File: src/rtl/image_loader_pkg.sv
// Shared definitions for the image loader and the VGA image memory it feeds:
// loader FSM states, default frame geometry and the packed 24-bit pixel type.
package image_loader_pkg;

    localparam int DEFAULT_IMAGE_WIDTH  = 90;
    localparam int DEFAULT_IMAGE_HEIGHT = 90;

    typedef logic [23:0] pixel_t;

    typedef enum logic [1:0] {
        IDLE = 2'd0,
        RECV = 2'd1,
        LAST = 2'd2
    } load_state_t;

endpackage

File: src/rtl/counter.sv
// Parameterised up-counter with synchronous clear; it saturates at MAX rather
// than wrapping, so the count never leaves 0..MAX.
module counter #(
    parameter int           W   = 8,
    parameter logic [W-1:0] MAX = '1
) (
    input  logic         clk,
    input  logic         reset,
    input  logic         clear,
    input  logic         en,
    output logic [W-1:0] count
);

    always_ff @(posedge clk or negedge reset) begin
        if (!reset) begin
            count <= '0;
        end else if (clear) begin
            count <= '0;
        end else if (en && count != MAX) begin
            count <= count + W'(1);
        end
    end

endmodule

File: src/rtl/image_loader.sv
// Packs an R,G,B byte stream into 24-bit pixels and writes them in raster
// order to the image memory, one write strobe per pixel.
module image_loader
    import image_loader_pkg::*;
#(
    parameter int IMAGE_WIDTH  = DEFAULT_IMAGE_WIDTH,
    parameter int IMAGE_HEIGHT = DEFAULT_IMAGE_HEIGHT,
    parameter int ADDR_W       = $clog2(IMAGE_WIDTH * IMAGE_HEIGHT)
) (
    input  logic              clk,
    input  logic              reset,
    input  logic              start,
    input  logic              abort,
    input  logic [7:0]        in_data,
    input  logic              in_valid,
    output logic              in_ready,
    output logic              wr_en,
    output logic [ADDR_W-1:0] wr_addr,
    output pixel_t            wr_data,
    output logic              busy,
    output logic              frame_done,
    output load_state_t       dbg_state
);

    localparam logic [ADDR_W-1:0] LAST_ADDR = ADDR_W'(IMAGE_WIDTH * IMAGE_HEIGHT - 1);

    // Handshake: a byte transfers on a rising edge where in_valid && in_ready;
    // in_ready depends only on state, never on in_valid.
    load_state_t       state, state_next;
    logic [1:0]        phase;
    logic [7:0]        r_byte, g_byte;
    logic [ADDR_W-1:0] pix_addr;
    logic              accept, pixel_done, frame_start;

    assign in_ready    = (state == RECV);
    assign busy        = (state != IDLE);
    assign dbg_state   = state;
    assign accept      = in_valid && in_ready;
    assign frame_start = (state == IDLE) && start && !abort;
    // A B byte arriving together with abort belongs to a discarded frame.
    assign pixel_done  = accept && (phase == 2'd2) && !abort;

    always_ff @(posedge clk or negedge reset) begin
        if (!reset) begin
            state <= IDLE;
        end else begin
            state <= state_next;
        end
    end

    always_comb begin
        state_next = state;
        case (state)
            IDLE: if (frame_start) state_next = RECV;
            RECV: begin
                if (abort) begin
                    state_next = IDLE;
                end else if (pixel_done && pix_addr == LAST_ADDR) begin
                    state_next = LAST;
                end
            end
            LAST:    state_next = IDLE;
            default: state_next = IDLE;
        endcase
    end

    counter #(
        .W   (ADDR_W),
        .MAX (LAST_ADDR)
    ) u_pixel_counter (
        .clk   (clk),
        .reset (reset),
        .clear (frame_start),
        .en    (pixel_done),
        .count (pix_addr)
    );

    always_ff @(posedge clk or negedge reset) begin
        if (!reset) begin
            phase      <= 2'd0;
            r_byte     <= 8'd0;
            g_byte     <= 8'd0;
            wr_en      <= 1'b0;
            wr_addr    <= '0;
            wr_data    <= '0;
            frame_done <= 1'b0;
        end else begin
            wr_en      <= pixel_done;
            frame_done <= pixel_done && (pix_addr == LAST_ADDR);
            if (frame_start || abort) begin
                phase <= 2'd0;
            end else if (accept) begin
                case (phase)
                    2'd0: begin
                        r_byte <= in_data;
                        phase  <= 2'd1;
                    end
                    2'd1: begin
                        g_byte <= in_data;
                        phase  <= 2'd2;
                    end
                    default: phase <= 2'd0;
                endcase
            end
            // Address and data only move with a write, so they hold otherwise.
            if (pixel_done) begin
                wr_addr <= pix_addr;
                wr_data <= {r_byte, g_byte, in_data};
            end
        end
    end

endmodule

File: config.mk
export PLATFORM = sky130hd
export DESIGN_NAME = image_loader
export DESIGN_NICKNAME = d
export VERILOG_FILES = /design/src/rtl/image_loader_pkg.sv /design/src/rtl/counter.sv /design/src/rtl/image_loader.sv
export SDC_FILE = /design/constraint.sdc
export NUM_CORES = 1
export LEC_CHECK = 0
export ABC_AREA = 0
export BUFFER_PORTS_ARGS = -buffer_cell sky130_fd_sc_hd__buf_4
export CAP_MARGIN = 20
export CORE_MARGIN = 2
export CORE_UTILIZATION = 26
export DETAILED_ROUTE_END_ITERATION = 6
export GPL_TIMING_DRIVEN = 0
export PLACE_DENSITY = 0.5
export REMOVE_ABC_BUFFERS = 1
export SYNTH_ARGS = -nofsm -noshare
export SYNTH_HDL_FRONTEND = slang
export SYNTH_SLANG_ARGS = --single-unit
File: constraint.sdc
create_clock -name clk -period 3.4 [get_ports clk]
set_input_delay 0.17 -clock clk [delete_from_list [all_inputs] [get_ports clk]]
set_output_delay 0.17 -clock clk [all_outputs]
set_load 0.02 [all_outputs]
==> Word-level counts from Yosys, hierarchy flattened <==
Index checks and enable logic that the tools add are counted.
{ "word_totals": {"regBits": 72, "wordCells": 44, "in_bits": 13} }
{ "classes": {"muxes": 9, "n_reduce_logical": 17, "bitwise": 1, "n_eq_ne": 7, "n_addsub": 1} }
{ "ops": {"columns": ["cell", "n"], "rows": [
  ["$mux 13", 2],
  ["$add 13x1->13 const B", 1],
  ["$eq 13x13->1 const B", 1],
  ["$ne 13x13->1 const B", 1],
  ["$mux 2", 5],
  ["$pmux 2 s2", 2],
  ["$logic_and 1x1->1", 7],
  ["$reduce_and 3->1", 2],
  ["$reduce_bool 2->1", 3],
  ["$eq 2x1->1 const B", 2],
  ["$logic_not 2->1", 2],
  ["$ne 3x2->1 const B", 1],
  ["$eq 2x2->1 const B", 1],
  ["$ne 2x2->1 const B", 1],
  ["$reduce_and 2->1", 1],
  ["$logic_not 1->1", 1],
  ["$logic_or 1x1->1", 1],
  ["$not 1->1", 1]
]} }

==> Longest topological paths before layout <==
Gate-level depths: netlist of the first run.
{ "logic_depth": {"depth_word": 8, "depth_mapped": 7} }

==> Modules after synthesis <==
A second synthesis of the first run with hierarchy kept.
{ "hier_totals": {"cells_unflattened": 221, "hier_area_um2": 3060.4} }
{ "modules_own_cells": {"columns": ["mod", "area_per_inst_um2", "cells_each", "instances"], "rows": [
  ["image_loader", 2288.4, 141, 1],
  ["counter", 772.0, 80, 1]
]} }

==> Worst setup path after synthesis of the first run <==
No wires, ideal clock.
{ "synth_path": {"kind": "register to register", "start": "reg state[1], in the netlist dbg_state[1]", "end": "reg u_pixel_counter.count[12]", "t_arrival_ps": 1634, "required_time_ps": 3280, "setup_time_ps": 120, "path_stages_with_launch": 5, "setup_slack_ps": 1647, "synth_period_minus_slack_ps": 1753, "cell_sequence": "dfrtp_1 or2_1 nor3b_1 nor2_1 a31o_1"} }
{ "synth_via": {"elab_chain_len": 6, "elab_cells_between_ends": 10} }
{ "synth_rtl": {"columns": ["element", "line", "source"], "rows": [
  ["start, declared", "image_loader.sv:29", "load_state_t state, state_next;"],
  ["start signal, assigned", "image_loader.sv:47", "state <= state_next;"],
  ["$eq 2x1->1", "image_loader.sv:35", "assign in_ready = (state == RECV);"],
  ["$logic_and 1x1->1", "image_loader.sv:38", "assign accept = in_valid && in_ready;"],
  ["$logic_and 1x1->1 (2 in a row)", "image_loader.sv:41", "assign pixel_done = accept && (phase == 2'd2) && !abort;"],
  ["$logic_and 1x1->1", "counter.sv:19", "end else if (en && count != MAX) begin"],
  ["$reduce_bool 2->1 (no source line)", null, null],
  ["end signal, assigned", "counter.sv:20", "count <= count + W'(1);"],
  ["end, declared", "counter.sv:11", "output logic [W-1:0] count"]
]} }
Parallel ways exist; a longest one is shown, timed or not.
A chain may end at the register's enable or synchronous reset.

==> Worst setup path after layout of the first run <==
{ "layout_path": {"start": "reg state[0], in the netlist dbg_state[0]", "end": "reg u_pixel_counter.count[1]"} }
Same word-level chain as after synthesis.

==> flow_metrics.tcl, run 1 <==
set metrics [dict create \
    rr_startpoint "dbg_state[0]" \
    yosysTopAreaCell "sky130_fd_sc_hd__dfrtp_1" \
    fin_area_sq_um 3865 \
    routed_wire_length_per_instance_microns 13.35 \
    post_route_cells_drive_above_1_share 0.2717 \
    area_delta_synth_final_pct 31.90 \
    global_route_wire_length_before_repair_microns 10670 \
    die_w_microns 110.2 \
    timing.fmax_mhz 355.3 \
    numPlacedInstances 470 \
    clock_latency_ns 0.33 \
    slew_headroom 0.3430 \
    drt.antenna.violating_nets 0 \
    timing.critical_path.from_type "flip-flop" \
    cp-end-kind "flip-flop" \
    remaining_drc_errors 0 \
    hold_viol 26 \
    worstSetupPathType "reg2reg" \
    dominant_cell_by_count_in_the_synthesized_netlist "sky130_fd_sc_hd__nand2_1" \
    yosysWarningCount 0 \
    yosys_most_used_dff "sky130_fd_sc_hd__dfrtp_1" \
    grt_antenna_before_repair 0 \
    fin_cells 486 \
    clock_skew_ns 0.005460 \
    critical_path_arrival_ns 3.03 \
    clkTransAtPathRegs_ns 0.06 \
    final_setup_violation_count 0 \
    final_weighted_congestion_in_routability_driven_placement 0.7396 \
    num-nets-final 355 \
    cts_max_level 3 \
    holdWs_ns -0.01866 \
    worst_hold_path_type "in2async" \
    vias 2183 \
    worstRegToRegCells 6 \
    avgViaCountPerCell 4.492 \
    synthTopCellsByCount "sky130_fd_sc_hd__nand2_1, sky130_fd_sc_hd__dfrtp_1, sky130_fd_sc_hd__mux2_2, sky130_fd_sc_hd__nor2_1" \
    ios 56 \
    cap_viol_max_count 0 \
    post-dp-hpwl_microns 4118 \
    fp.coreArea_sq_um 10940 \
    die_area_sq_um 12140 \
    floorplan.initialDensity 0.2680 \
    placed_cell_area_sq_um 3510 \
    clock_tree.root_cell "sky130_fd_sc_hd__clkbuf_16" \
    groute.usage.overall 0.1161 \
    violations "negative hold slack" \
    cp.required_ns 3.62 \
    power_mw 2.192 \
    grt_overflow 0 \
    io_buffer_count 55 \
    run_status "complete, but fails checks" \
    reg2reg_slack_ns 0.59 \
    cts_repair_resize_count 0 \
    fill_cells 1146 \
    timing.final.crit_share 0.8277 \
    drt-initial-drc-count 73 \
    numClockSinks 72 \
    postCtsSetupBuffers 0 \
    grt_start_max_net_pins 73 \
    min_period_ns 2.814 \
    die_height_microns 110.2 \
    synth_enable_flop_cells 0 \
    first_global_vias 2108 \
    worst-slew-pin-transition_ns 0.9834 \
    syn_inst 283 \
    antennaDiodeCount 0 \
    post_synth.cell_area_avg_sq_um 10.35 \
    synth_seq_cells 72 \
    synth_top_cell_area_share 0.6149 \
    timing.critical_path.fanout_max 45 \
    cts-root-to-sink-buffers 2 \
    timing.rr.end "u_pixel_counter.count[1]" \
    rsz_0062_raised_after_global_routing "false" \
    mappedNetlistArea_sq_um 2930 \
    yosys.cell_types.count 36 \
    slew_violations 0 \
    row_count 38 \
    power_density_nw_per_um2 567.1 \
    postCtsHoldBufs 0 \
    peak_supply_drop_uv 271.2 \
    wirelength_microns 6487 \
    leakagePower_nw 2.004 \
    async_flop_share 1.000 \
    synth-seq-area-share 0.6149 \
    cts-buffers-inserted 9 \
    synth.top_cells.by_area "sky130_fd_sc_hd__dfrtp_1, sky130_fd_sc_hd__nand2_1, sky130_fd_sc_hd__mux2_2" \
    dr.pass1.iters 4 \
    tritoncts "yes" \
]
[how the worst max path moves through the flow]
stage / depth (start not counted) / endpoint / slack, ns / start
2_1_floorplan: 5 / u_pixel_counter.count[1] / 0.64 / dbg_state[1]
3_3_place_gp: 5 / u_pixel_counter.count[1] / -0.57 / dbg_state[1]
3_5_place_dp: 6 / u_pixel_counter.count[1] / 0.45 / dbg_state[0]
4_1_cts: 6 / u_pixel_counter.count[1] / 0.45 / dbg_state[0]
5_1_grt: 6 / u_pixel_counter.count[1] / 0.28 / dbg_state[0]
6_report: 6 / u_pixel_counter.count[1] / 0.59 / dbg_state[0]
[kinds of logic after synthesis]
kind of cell | after synthesis | synth area share
AOI/OAI and AO/OA | 16 | 0.03544
xor gates and xnor gates | 3 | 0.008968
buffers and inverters | 15 | 0.02092
and+or+nand+nor | 155 | 0.2366
DFF | 72 | 0.6149
adders and majority gates | 1 | 0.004269
muxes | 21 | 0.07899
[report_power, final]
part | internal (mW) | switching (mW)
registers | 0.916 | 0.0307
clock network | 0.755 | 0.356
logic | 0.0687 | 0.0653
total | 1.74 | 0.452
[state kept, by name (all words and copies together), names as in the netlist]
name / count
dbg_state: 2
frame_done: 1
g_byte: 8
phase: 2
r_byte: 8
u_pixel_counter.count: 13
wr_addr: 13
wr_data: 24
wr_en: 1
[critical path, stage by stage, from the launching register on]
cell                       delay (ns)
sky130_fd_sc_hd__dfrtp_1         0.44
sky130_fd_sc_hd__and4bb_2        0.29
sky130_fd_sc_hd__nand2_2         0.64
sky130_fd_sc_hd__inv_1           0.61
sky130_fd_sc_hd__buf_16          0.33
sky130_fd_sc_hd__and3_1          0.17
sky130_fd_sc_hd__a31o_2          0.20
[final cells by class]
cell class,instances,area [sq um],area share
multi-input combinational,196,1070,0.2768
tap,140,175.2,0.04532
clock buffer,11,252.7,0.06539
inverter,6,22.52,0.005827
sequential,72,1802,0.4662
clock inverter,5,102.6,0.02655
timing repair buffer,56,440.4,0.1140
[cells in the final DEF (no fill, tap or decap), types with 6 or more instances in the layout]
master / count
sky130_fd_sc_hd__nand2_1: 116
sky130_fd_sc_hd__dfrtp_1: 72
sky130_fd_sc_hd__buf_4: 55
sky130_fd_sc_hd__mux2_2: 17
sky130_fd_sc_hd__clkbuf_16: 9
sky130_fd_sc_hd__nor2_1: 8
sky130_fd_sc_hd__inv_1: 6
sky130_fd_sc_hd__nand3_1: 6
[metal layers]
| metal | up-vias | wire length [microns] | GRT usage |
|---|---|---|---|
| li1 | 1046 | - | - |
| met1 | 1077 | 2993 | 0.1471 |
| met2 | 48 | 3132 | 0.1897 |
| met3 | 12 | 260 | 0.03057 |
| met4 | 0 | 101 | 0.04464 |
| met5 | - | 0 | 0 |
[through the flow]
| stage | hold WS, ns | util | setup TNS (ns) | setup WS, ns |
|---|---|---|---|---|
| after floorplan | -0.1256 | - | 0 | 0.6355 |
| after global placement | 0.3817 | 0.3182 | -9.937 | -0.5741 |
| after detailed placement | 0.3842 | 0.3209 | 0 | 0.4485 |
| after CTS | 0.03212 | 0.3534 | 0 | 0.4468 |
| after global routing | 0.05330 | 0.3534 | 0 | 0.2821 |
| final | -0.01866 | 0.3534 | 0 | 0.5857 |
Power figures use the tool's default switching activity.
==> run 2: changes to the inputs <==
PLACE_DENSITY = 0.51   (was 0.5)
clock period = 2.5 ns   (was 3.4 ns; I/O delays follow)
==> flow_metrics.tcl, run 2 (synthesis gave the netlist of run 1 again) <==
set metrics [dict create \
    clock_tree.root_cell "sky130_fd_sc_hd__clkbuf_16" \
    hold_viol 0 \
    numClockSinks 72 \
    row_count 38 \
    worstSetupPathType "reg2reg" \
    cp-end-kind "flip-flop" \
    peak_supply_drop_uv 275.0 \
    largest_register_ff_count 24 \
    reg2reg_slack_ns 0.49 \
    timing.final.crit_share 0.8021 \
    cts-root-to-sink-buffers 2 \
    slew_violations 0 \
    avgViaCountPerCell 4.472 \
    drt.antenna.violating_nets 0 \
    wirelength_microns 6551 \
    grt_antenna_before_repair 0 \
    rr_startpoint "dbg_state[1]" \
    cts_max_level 3 \
    final_critical_path_setup_slack_ns 0.4947 \
    leakagePower_nw 2.042 \
    dr.pass1.iters 4 \
    layout_commonest_cell "sky130_fd_sc_hd__nand2_1" \
    fp.coreArea_sq_um 10940 \
    tritoncts "yes" \
    setup.worst_path.start "dbg_state[1]" \
    critical_path_arrival_ns 2.22 \
    num-nets-final 363 \
    hold_start "in_data[4]" \
    area_delta_synth_final_pct 34.46 \
    grt_start_max_net_pins 73 \
    final_weighted_congestion_in_routability_driven_placement 0.7808 \
    vias 2209 \
    io_buffer_count 55 \
    timing.critical_path.from_type "flip-flop" \
    ios 56 \
    numPlacedInstances 470 \
    slew_headroom 0.3851 \
    cap_viol_max_count 0 \
    cp.required_ns 2.71 \
    rsz_0062_raised_after_global_routing "false" \
    clkTransAtPathRegs_ns 0.06 \
    holdWs_ns 0.01186 \
    min_period_ns 2.005 \
    antennaDiodeCount 0 \
    routed_wire_length_per_instance_microns 13.26 \
    fin_area_sq_um 3940 \
    cts-buffers-inserted 9 \
    die_w_microns 110.2 \
    largest_registers "wr_data (24), u_pixel_counter.count (13), wr_addr (13)" \
    clock_latency_ns 0.33 \
    timing.critical_path.fanout_max 45 \
    placement.setup.worst_slack_ns -0.2452 \
    timing.fmax_mhz 498.7 \
    run_status "complete, no violations" \
    worst-slew-pin-transition_ns 0.9223 \
    worst_hold_path_type "in2reg" \
    remaining_drc_errors 0 \
    drt-initial-drc-count 85 \
    post_route_cells_drive_above_1_share 0.2712 \
    grt_overflow 0 \
    largest_register "wr_data" \
    floorplan.initialDensity 0.2680 \
    first_global_vias 2146 \
    final_setup_violation_count 0 \
    placed_cell_area_sq_um 3510 \
    clock_skew_ns 0.008129 \
    commonest_non_fill_non_tap_cells_in_the_layout "sky130_fd_sc_hd__nand2_1, sky130_fd_sc_hd__dfrtp_1, sky130_fd_sc_hd__buf_4" \
    power_density_nw_per_um2 752.4 \
    global_route_wire_length_before_repair_microns 10940 \
    die_height_microns 110.2 \
    post-dp-hpwl_microns 4176 \
    fin_cells 494 \
    die_area_sq_um 12140 \
    groute.usage.overall 0.1196 \
]
[run 2: cell count changes in the layout (fill, tap and decap cells not counted), sizes merged]
cell,delta
clkinv,+1
dlygate4sd3,+6
inv,-1
buf,+2
[run 2: power breakdown]
| group | internal (mW) | leakage (nW) | total, mW | switching (mW) |
|---|---|---|---|---|
| registers | 1.25 | 0.983 | 1.29 | 0.0421 |
| clock network | 1.00 | 0.170 | 1.49 | 0.484 |
| logic | 0.0997 | 0.889 | 0.190 | 0.0906 |
| total | 2.35 | 2.04 | 2.96 | 0.617 |
[run 2: worst paths after layout]
| path | end | cells after the start |
|---|---|---|
| setup / recovery | u_pixel_counter.count[1] | 6 |
| hold / removal | wr_data[4] | 3 |
| setup reg to reg | u_pixel_counter.count[1] | 6 |
| hold reg to reg | wr_data[11] | 2 |
| max in group asynchronous | wr_data[16] | 2 |
| min in group asynchronous | wr_addr[0] | 2 |
[run 2: per-stage QoR]
stage | util | power, mW | setup TNS [ns]
floorplan | - | 1.405 | -0.6199
global placement | 0.3182 | 1.489 | -45.63
detailed placement | 0.3209 | 1.498 | -3.397
CTS | 0.3589 | 3.008 | 0
global route | 0.3603 | 3.090 | 0
finish | 0.3603 | 2.964 | 0
[run 2: final cells by class]
cell class | count | area, sq um
clock buffer | 11 | 242.7
clock inverter | 5 | 103.9
fill | 1128 | 6995
inverter | 6 | 26.28
multi-input combinational | 196 | 1075
sequential | 72 | 1802
tap | 140 | 175.2
timing repair buffer | 64 | 515.5
[run 2: what timing repair did]
action | 4_1_cts | 5_1_grt
endpoints found under the setup margin | 26 | 1
setup buffers | 0 | 2
gates cloned | 0 | 0
gates resized for setup | 2 | 0
hold buffers | 6 | 0
endpoints found under the hold margin | 77 | 0
[run 2: critical path: stages, from the launching register on]
cell,delay [ns]
sky130_fd_sc_hd__dfrtp_1,0.44
sky130_fd_sc_hd__and4bb_2,0.29
sky130_fd_sc_hd__nand2_4,0.40
sky130_fd_sc_hd__clkinvlp_4,0.16
sky130_fd_sc_hd__buf_4,0.20
sky130_fd_sc_hd__and3_1,0.17
sky130_fd_sc_hd__a31o_2,0.21
[run 2: metal layers]
layer | vias to the layer above | track usage | wire length, microns
li1 | 1074 | - | -
met1 | 1082 | 0.1534 | 3034
met2 | 44 | 0.1880 | 3072
met3 | 9 | 0.03998 | 344
met4 | 0 | 0.04375 | 98
met5 | - | 0 | 0
==> run 3: changes to the inputs <==
ABC_AREA = 1   (was 0)
clock period = 1.7 ns   (was 2.5 ns; I/O delays follow)
==> flow_metrics.tcl, run 3 <==
set metrics [dict create \
    run_status "complete, but fails checks" \
    holdWs_ns 0.05311 \
    area_delta_synth_final_pct 27.47 \
    largest_register_ff_count 24 \
    numClockSinks 72 \
    die_area_sq_um 12930 \
    dr.pass1.iters 4 \
    grt_antenna_before_repair 0 \
    cp.required_ns 1.90 \
    grt_start_max_net_pins 73 \
    timing.rr.end "r_byte[5]" \
    wirelength_microns 7229 \
    tritoncts "yes" \
    drt.antenna.violating_nets 0 \
    fp.coreArea_sq_um 11860 \
    yosys.cell_types.count 24 \
    cp-end-kind "flip-flop" \
    syn_inst 346 \
    final_critical_path_setup_slack_ns -0.009690 \
    timing.critical_path.fanout_max 17 \
    synth_enable_flop_cells 0 \
    post-dp-hpwl_microns 4411 \
    cts_max_level 3 \
    row_count 40 \
    final_weighted_congestion_in_routability_driven_placement 0.8714 \
    clock_skew_ns 0.003573 \
    worstSetupPathType "reg2reg" \
    regArea_sq_um 1802 \
    async_flop_share 1.000 \
    combined_area_of_the_multi_input_logic_cells_sq_um 1137 \
    clock_latency_ns 0.33 \
    synth_seq_cells 72 \
    synth-seq-area-share 0.5758 \
    post_synth.cell_area_avg_sq_um 9.044 \
    remaining_drc_errors 0 \
    drt-initial-drc-count 111 \
    worst_hold_path.num_cells 3 \
    largest_register "wr_data" \
    dominant_cell_by_count_in_the_synthesized_netlist "sky130_fd_sc_hd__nand2_1" \
    floorplan.initialDensity 0.2638 \
    groute.usage.overall 0.1234 \
    power_density_nw_per_um2 979.7 \
    ios 56 \
    cts-buffers-inserted 9 \
    timing.critical_path.from_type "flip-flop" \
    synth_top_cell_area_share 0.5758 \
    hold_start "in_data[0]" \
    peak_supply_drop_uv 351.7 \
    avgViaCountPerCell 4.399 \
    antennaDiodeCount 0 \
    num-nets-final 420 \
    slew_violations 0 \
    grt_overflow 0 \
    yosys_most_used_dff "sky130_fd_sc_hd__dfrtp_1" \
    timing.fmax_mhz 584.9 \
    largest_registers "wr_data (24), u_pixel_counter.count (13), wr_addr (13)" \
    die_w_microns 113.7 \
    post_route_cells_drive_above_1_share 0.2738 \
    final_setup_violation_count 3 \
    worst-slew-pin-transition_ns 0.9423 \
    timing.critical_path.cells "nor2_4 -> nand2_2 -> nor2_2 -> nand3_2 -> nand2_1 -> o21ai_2" \
    commonest_non_fill_non_tap_cells_in_the_layout "sky130_fd_sc_hd__nand2_1, sky130_fd_sc_hd__dfrtp_1, sky130_fd_sc_hd__buf_4" \
    violations "negative setup slack" \
    global_route_wire_length_before_repair_microns 12350 \
    slew_headroom 0.3718 \
    io_buffer_count 55 \
    layout_commonest_cell "sky130_fd_sc_hd__nand2_1" \
    reg2reg_slack_ns -0.01 \
    synth.top_cells.by_area "sky130_fd_sc_hd__dfrtp_1, sky130_fd_sc_hd__nand2_1, sky130_fd_sc_hd__o21ai_2" \
    min_delay_worst_endpoint "g_byte[0]" \
    critical_path_arrival_ns 1.91 \
    hold_viol 0 \
    timing.final.crit_share 1.006 \
    placement.setup.worst_slack_ns -0.6344 \
    clock_tree.root_cell "sky130_fd_sc_hd__clkbuf_16" \
    cts-root-to-sink-buffers 2 \
    rsz_0062_raised_after_global_routing "true" \
    worst_hold_path_type "in2reg" \
    fill_cells 1257 \
    routed_wire_length_per_instance_microns 13.00 \
    die_height_microns 113.7 \
    first_global_vias 2520 \
    vias 2446 \
    min_period_ns 1.710 \
    mappedNetlistArea_sq_um 3129 \
    cap_viol_max_count 0 \
    critical_path.slowest_cell "sky130_fd_sc_hd__dfrtp_1" \
    yosysTopAreaCell "sky130_fd_sc_hd__dfrtp_1" \
    clkTransAtPathRegs_ns 0.05 \
    leakagePower_nw 2.009 \
    cp_slowest_stage_delay_ns 0.41 \
    worstRegToRegCells 6 \
    yosysWarningCount 0 \
    synthTopCellsByCount "sky130_fd_sc_hd__nand2_1, sky130_fd_sc_hd__dfrtp_1, sky130_fd_sc_hd__inv_1, sky130_fd_sc_hd__o21ai_0, sky130_fd_sc_hd__o21ai_2" \
    rr_startpoint "dbg_state[1]" \
]
## run 3: changes by cell type after synthesis, moves of 9 or more
cell,delta
sky130_fd_sc_hd__o21ai_0,+13
sky130_fd_sc_hd__nand2_1,+9
sky130_fd_sc_hd__o21ai_1,+13
sky130_fd_sc_hd__o21ai_2,+16
sky130_fd_sc_hd__mux2_2,-17
sky130_fd_sc_hd__nand4_1,+11
sky130_fd_sc_hd__inv_1,+22
## run 3: cell families after synthesis
kind of cell,Yosys count,share of synthesized area
simple gates,178,0.2543
flops,72,0.5758
compound gates,47,0.09436
buf+inv,46,0.06597
xor+xnor,2,0.005599
fa+ha+maj,1,0.003998
## run 3: area by class of cell
class,count,share of cell area
Clock buffer,14,0.06870
Inverter,33,0.03294
Multi-Input combinational cell,229,0.2851
Sequential cell,72,0.4517
Tap cell,147,0.04611
Timing Repair Buffer,61,0.1154
## run 3: routing by layer
| metal | up-vias | wire length (microns) | global-route usage |
|---|---|---|---|
| met5 | - | 0 | 0 |
| met4 | 0 | 201 | 0.06667 |
| met3 | 16 | 244 | 0.02816 |
| met2 | 48 | 3399 | 0.1992 |
| met1 | 1157 | 3383 | 0.1538 |
| li1 | 1225 | - | - |
## run 3: how the worst max path moves through the flow
stage,endpoint,start,cells after the start
6_report,r_byte[5],dbg_state[1],6
5_1_grt,r_byte[1],dbg_state[1],6
4_1_cts,r_byte[4],dbg_state[1],6
3_5_place_dp,dbg_state[0],dbg_state[1],6
3_3_place_gp,dbg_state[0],dbg_state[1],6
2_1_floorplan,dbg_state[0],dbg_state[0],7
## run 3: where the power goes
part | leakage (nW) | switching, mW | internal (mW)
clock network | 0.135 | 0.670 | 1.09
registers | 0.991 | 0.0517 | 1.81
logic | 0.883 | 0.172 | 0.112
## run 3: critical path, delay by kind of cell, from the launching register on
kind	cells	cell delay [ns]
AO/OA/AOI/OAI	1	0.07
flip-flops	1	0.41
AND/OR/NAND/NOR	5	1.10
## run 3: what timing repair did
item                       CTS  global route
buffers inserted             3             2
hold endpoints to repair    72             0
resized for setup            1             5
hold buffers                 1             0
cloned                       1             0
pin swaps                    1             0
setup endpoints to repair   52            41
## run 3: stage by stage
stage	total power [mW]	std cells	setup TNS [ns]	util	instance area [sq um]
final	3.908	556	-0.01710	0.3363	3989
after global routing	4.087	556	-2.829	0.3363	3989
after CTS	3.969	554	-0.6340	0.3339	3960
after detailed placement	2.171	535	-22.54	0.3073	3645
after global placement	2.160	535	-20.07	0.3073	3645
after floorplan	2.052	333	-4.430	-	3048
